[config.mk]
export PLATFORM = sky130hd
export DESIGN_NAME = mem_port_arbiter
export DESIGN_NICKNAME = d
export VERILOG_FILES = /design/src/rtl/mem_port_arbiter.sv
export SDC_FILE = /design/constraint.sdc
export NUM_CORES = 1
export LEC_CHECK = 0
export CORE_AREA = 2 2 146 148
export CTS_BUF_LIST = sky130_fd_sc_hd__clkbuf_4
export DETAILED_ROUTE_END_ITERATION = 12
export DIE_AREA = 0 0 148 150
export PLACE_DENSITY = 0.89
export SYNTH_ARGS = -nofsm -noshare
export SYNTH_HDL_FRONTEND = slang
export SYNTH_SLANG_ARGS = --single-unit
[constraint.sdc]
create_clock -name clk -period 4.8 [get_ports clk]
set_clock_uncertainty 0.15 [all_clocks]
set_input_delay 0.48 -clock clk [delete_from_list [all_inputs] [get_ports clk]]
set_output_delay 0.48 -clock clk [all_outputs]
set_load 0.05 [all_outputs]
[src/rtl/mem_port_arbiter.sv]
// Byte-wide memory port arbiter: the instruction fetcher owns the port by default,
// and data transactions of 1/2/4/8 bytes borrow it one byte per cycle, little-endian.
module mem_port_arbiter #(
  parameter int unsigned ADDR_W    = 64,
  parameter int          FETCH_MIN = 2
) (
  input  logic              clk,
  input  logic              rst,
  input  logic [ADDR_W-1:0] f_addr,
  output logic [7:0]        f_data,
  output logic              f_stall,
  input  logic              d_req,
  input  logic              d_we,
  input  logic [1:0]        d_size,
  input  logic [ADDR_W-1:0] d_addr,
  input  logic [63:0]       d_wdata,
  output logic              d_ack,
  output logic [63:0]       d_rdata,
  output logic              d_busy,
  output logic [ADDR_W-1:0] m_addr,
  input  logic [7:0]        m_rdata,
  output logic [7:0]        m_wdata,
  output logic              m_we
);

  localparam int unsigned GAP_MIN = (FETCH_MIN < 1) ? 1 : FETCH_MIN;
  localparam int unsigned GAP_W   = $clog2(GAP_MIN + 1);
  // The last fetcher-owned cycle before the next latch is spent in IDLE, so GAP
  // itself lasts GAP_MIN-1 cycles (never fewer than the single ack cycle).
  localparam logic [GAP_W-1:0] GAP_LD = GAP_W'((GAP_MIN >= 2) ? GAP_MIN - 2 : 0);

  typedef enum logic [1:0] {
    IDLE = 2'd0,
    DATA = 2'd1,
    GAP  = 2'd2
  } state_t;

  state_t state, state_nx;

  logic              we_q;
  logic [2:0]        last_q;
  logic [2:0]        cnt;
  logic [ADDR_W-1:0] base_q;
  logic [63:0]       wdata_q;
  logic [GAP_W-1:0]  gap_cnt;
  logic              ack_q;
  logic [63:0]       rdata_q;
  logic              latch;
  logic              done;
  logic              in_data;

  always_ff @(posedge clk) begin
    if (rst) begin
      state <= IDLE;
    end else begin
      state <= state_nx;
    end
  end

  always_comb begin
    state_nx = state;
    latch    = 1'b0;
    done     = 1'b0;
    unique case (state)
      IDLE: begin
        if (d_req) begin
          latch    = 1'b1;
          state_nx = DATA;
        end
      end
      DATA: begin
        if (cnt == last_q) begin
          done     = 1'b1;
          state_nx = GAP;
        end
      end
      GAP: begin
        if (gap_cnt == '0) begin
          state_nx = IDLE;
        end
      end
      default: state_nx = IDLE;
    endcase
  end

  assign in_data = (state == DATA);

  always_ff @(posedge clk) begin
    if (rst) begin
      we_q    <= 1'b0;
      last_q  <= '0;
      cnt     <= '0;
      base_q  <= '0;
      wdata_q <= '0;
      gap_cnt <= '0;
      ack_q   <= 1'b0;
      rdata_q <= '0;
    end else begin
      ack_q <= done;

      if (latch) begin
        we_q    <= d_we;
        last_q  <= {d_size == 2'd3, d_size[1], d_size != 2'd0};
        base_q  <= d_addr;
        wdata_q <= d_wdata;
        cnt     <= '0;
        if (!d_we) begin
          rdata_q <= '0;
        end
      end

      if (in_data) begin
        cnt <= cnt + 3'd1;
        if (!we_q) begin
          rdata_q[{cnt, 3'b000} +: 8] <= m_rdata;
        end
      end

      if (done) begin
        gap_cnt <= GAP_LD;
      end else if (state == GAP && gap_cnt != '0) begin
        gap_cnt <= gap_cnt - 1'b1;
      end
    end
  end

  assign f_stall = in_data;
  assign d_busy  = in_data;
  assign m_addr  = in_data ? base_q + ADDR_W'(cnt) : f_addr;
  assign m_we    = in_data & we_q;
  assign m_wdata = wdata_q[{cnt, 3'b000} +: 8];
  assign f_data  = m_rdata;
  assign d_ack   = ack_q;
  assign d_rdata = rdata_q;

endmodule

### After elaboration in Yosys (flattened, before gate mapping)

Index checks and enable logic that the tools add are counted.

| storage, ports and cells | value |
|---|---|
| bits of input ports | 206 |
| word-level logic and storage cells | 49 |
| register bits | 204 |
| output and inout bits | 148 |

| cells by class | value |
|---|---|
| eq/ne operators | 7 |
| mux-type cells | 17 |
| add/sub/neg operators | 4 |
| reductions and logical operators | 8 |
| bitwise logic cells | 1 |
| shifts and indexed selects | 3 |

Operators with widths:

| cell | count |
|---|---|
| $mux W64 | 6 |
| $add A64 B3 Y64 | 1 |
| $bwmux W64 | 1 |
| $shift A8 B8 Y64 const A | 1 |
| $shiftx A64 B7 Y8 | 1 |
| $shiftx A8 B8 Y64 | 1 |
| $neg A6 Y8 | 1 |
| $mux W2 | 3 |
| $mux W3 | 2 |
| $pmux W2 S3 | 1 |
| $reduce_bool A2 Y1 | 3 |
| $eq A2 B2 Y1 const B | 2 |
| $logic_not A2 Y1 | 2 |
| $mux W1 | 4 |
| $ne A2 B2 Y1 const B | 2 |
| $add A3 B1 Y3 const B | 1 |
| $eq A3 B3 Y1 | 1 |
| $reduce_and A3 Y1 | 1 |
| $eq A2 B1 Y1 const B | 1 |
| $ne A2 B1 Y1 const B | 1 |
| $reduce_or A2 Y1 | 1 |
| $sub A2 B1 Y2 const B | 1 |
| $and A1 B1 Y1 | 1 |
| $logic_and A1 B1 Y1 | 1 |

### Longest topological paths before layout

| depth | value |
|---|---|
| word-level depth | 7 |
| depth in mapped cells | 10 |
| depth with buffers taken out | 7 |

### Worst setup path before layout

OpenSTA, ideal clock, no wires.

| timing | value |
|---|---|
| kind | register to output |
| start | reg cnt[0] |
| end | out m_addr[54] |
| path buffers | 2 |
| cell stages (with the launch flop) | 10 |
| data required time | 4170 ps |
| path slack | 1061 ps |
| data arrival time | 3109 ps |
| cells stage by stage | dfxtp_1 > ha_1 > fa_1 > a21o_1 > nand4_1 > or3_1 > clkbuf_1 > buf_2 > or4_1 > a31oi_1 |

| on the way | value |
|---|---|
| cells in the longest elaborated chain, start to end | 2 |

Ends and longest elaborated chain:

| element | RTL line | text |
|---|---|---|
| from (decl) | 42 | `logic [2:0] cnt;` |
| from (signal assigned) | 113 | `cnt <= cnt + 3'd1;` |
| $add A64 B3 Y64 | 129 | `assign m_addr = in_data ? base_q + ADDR_W'(cnt) : f_addr;` |
| $mux W64 | 129 |  |
| to (decl) | 20 | `output logic [ADDR_W-1:0] m_addr,` |

No other way between the ends.

### Worst setup path after layout

| timing | value |
|---|---|
| start | reg base_q[11] |
| end | out m_addr[27] |

| on the way | value |
|---|---|
| cells in the longest elaborated chain, start to end | 2 |

Ends and longest elaborated chain:

| element | RTL line | text |
|---|---|---|
| from (decl) | 43 | `logic [ADDR_W-1:0] base_q;` |
| from (signal assigned) | 104 | `base_q <= d_addr;` |
| $add A64 B3 Y64 | 129 |  |
| $mux W64 | 129 |  |

No other way between the ends.

==> results.md <==
* Area growth from synthesis to layout at 42.39%
* Area of the multi-input gates at 5558 um2
* Num rows at 53
* Register bit total from synthesis at 204
* Core area at 20690 um2
* Ys async rst share at 0%
* FF/Latch Area at 4085 um2
* Io pins at 354
* Sink Count at 204
* RePlAce Congestion at 0.9136
* DRC viols at 0
* Post-CTS setup buffer count at 0
* H-tree levels at 2
* Min-delay worst type: in2reg
* Die area at 22200 um2
* Max Cap Viol at 0
* # nets final at 1900
* Clk buf depth at 3
* Mapped Area at 10180 um2
* Cell Chain, Critical Path: nand4_1, or4_1, or4_4, or3_1, a31oi_1, clkdlybuf4s50_1
* CP endpoint kind: output pin
* Mean Syn Cell Area at 7.372 um2
* Largest net degree at the start of global routing at 95
* Number of flops mapped to enable cells by yosys at 0
* Sequential share of the synthesized area at 40.11%
* Detailed-route via count at 11330
* Critical path fanouts, max at 29
* Port Buf Inserts at 353
* Final Cell Area at 14500 um2
* Commonest non-fill, non-tap cell in the layout: nand2_1
* F_max at 0.2166 GHz
* Post-CTS sizing at 0
* Dpl cells at 1903
* Fraction of layout cells with a size suffix above 1 at 9.250%
* Core Util, Final at 70.07%
* Die H at 150 um
* Critical path type: reg2out
* Period utilisation layout at 96.20%
* Starting Density at 49.21%
* Maximum vdd ir drop at 0.2304 mV
* Worst-Margin Slew at 1.225 ns
* DRT iter0 DRCs at 849
* Routed WL at 34810 um
* Clk_lat worst skew at 0.69 ns
* Post-route setup slack at 0.1823 ns
* Synth area leader: dfxtp_1
* Initial antenna violation count at 5
* Critical path's largest stage delay at 0.83 ns
* Setup tns final at 0 ns
* CTS Root Cell: clkbuf_4
* CTS tree: yes
* Routed Antenna Nets at 0
* Pleak at 5.046 nW
* Top FF cell, synth: dfxtp_1
* Global route overflow at 0
* Pre-CTS setup slack at 0.8816 ns
* Worst Path Required at 4.17 ns
* Syn. warnings at 0
* Startpoint types: register
* CP arrival at 3.99 ns
* # fillers at 1648
* Unique masters post-synth at 53
* Die Wd at 148 um
* First-pass GRT wire length at 54340 um
* Wire per inst at 17.41 um
* Placement Cell Area at 13860 um2
* Hold Fails Final Rpt at 0
* Setup violators final at 0
* CP max-delay cell: clkdlybuf4s50_1
* Fin cells at 1999
* Area share of the leading cell type in the synthesized netlist at 40.11%
* Ranking of synthesized cells by area: dfxtp_1 (40%), nand2_1 (14%), a21oi_1 (9.7%), nand3_1 (6.4%), mux4_2 (3.5%)
* Synth Instances at 1381
* Clock slew at reported path FFs at 0.07 ns
* Gr usage total at 30.27%
* Setup repair after global routing missed its margin: no
* DR pass1 iterations at 7
* Vias in the first global route at 10580
* Pwr per Cell Area at 322.8 nW/um2
* CTS Buf Count at 52
* Post-CTS Hold Fix Bufs at 0
* Post-layout min period at 4.618 ns
* Commonest non-fill, non-tap cells in the layout: nand2_1 (373), clkdlybuf4s50_1 (319), dfxtp_1 (203)
* Status: complete, no violations
* Detailed Place HPWL at 24680 um
* Via-to-Cell Ratio at 5.669
* Synth Net Count at 1599
* Worst slew margin at 18.32%
* Pins over their slew limit at 0
-- worst max-delay path: cells and delay by family, from the launching register on --
kind / cells / cell delay, ns
DFF: 1 / 0.45
buffers and inverters: 1 / 0.83
and+or+nand+nor: 4 / 1.87
AOI/OAI and AO/OA: 1 / 0.19
-- synthesized netlist by cell type, drive strengths merged, types with 10 or more instances --
cell,n
mux4,16
ha,11
a21oi,198
nand4,22
nor3,19
a31oi,35
xnor2,22
o31ai,18
nand2,374
clkbuf,94
or4,21
nor4,14
inv,10
nor2,51
o21ai,38
dfxtp,204
buf,29
nand3,131
-- layout make-up --
class,count,area share [%]
Clock inverter,19,0.5869
Inverter,11,0.2848
Multi-Input combinational cell,1043,38.34
Sequential cell,204,28.18
Timing Repair Buffer,370,26.42
Clock buffer,72,3.729
Antenna cell,5,0.08631
Tap cell,275,2.374
-- sequential cells by signal, summed over array words and instances (netlist names) --
register / cells
gap_cnt: 2
state: 2
base_q: 64
cnt: 3
we_q: 1
d_ack: 1
last_q: 3
d_rdata: 64
wdata_q: 64
-- worst paths after layout --
kind	endpoint	cells past startpoint	from	slack, ns
max reg2reg	d_rdata[59]$_SDFF_PP0_	8	cnt[0]$_SDFFE_PP0P_	1.32
min reg2reg	wdata_q[54]$_SDFFE_PP0N_	2	wdata_q[54]$_SDFFE_PP0N_	0.30
max	m_addr[27]	6	base_q[11]$_SDFFE_PP0N_	0.18
min	d_rdata[1]$_SDFF_PP0_	2	rst	0.11
-- per-layer routing --
layer	wire (um)	GRT usage, %	vias to the layer above
li1	-	-	5435
met1	13780	38.83	5212
met2	16750	50.00	602
met3	3144	5.854	83
met4	1131	12.81	0
met5	0	0	-
-- power breakdown --
part / leakage [nW] / switching (mW) / total, mW / internal, mW
Sequential: 1.66 / 0.0925 / 1.88 / 1.79
Clock: 0.376 / 0.715 / 1.41 / 0.697
Combinational: 3.01 / 0.839 / 1.38 / 0.544
-- through the flow --
| stage | total power, mW | hold WS, ns |
|---|---|---|
| after floorplan | 2.712 | 0.2785 |
| after global placement | 3.270 | 0.2887 |
| after detailed placement | 3.292 | 0.2933 |
| after CTS | 4.700 | 0.1133 |
| after global routing | 4.900 | 0.1326 |
| final | 4.679 | 0.1092 |
-- kinds of logic after synthesis --
group | Yosys count | share of synthesized area [%]
xor+xnor | 30 | 2.581
fa+ha+maj | 12 | 1.548
buf+inv | 134 | 5.444
compound gates | 301 | 16.10
flops | 204 | 40.11
mux | 16 | 3.539
simple gates | 684 | 30.67
Note: power is estimated with default switching activity, not from simulation.
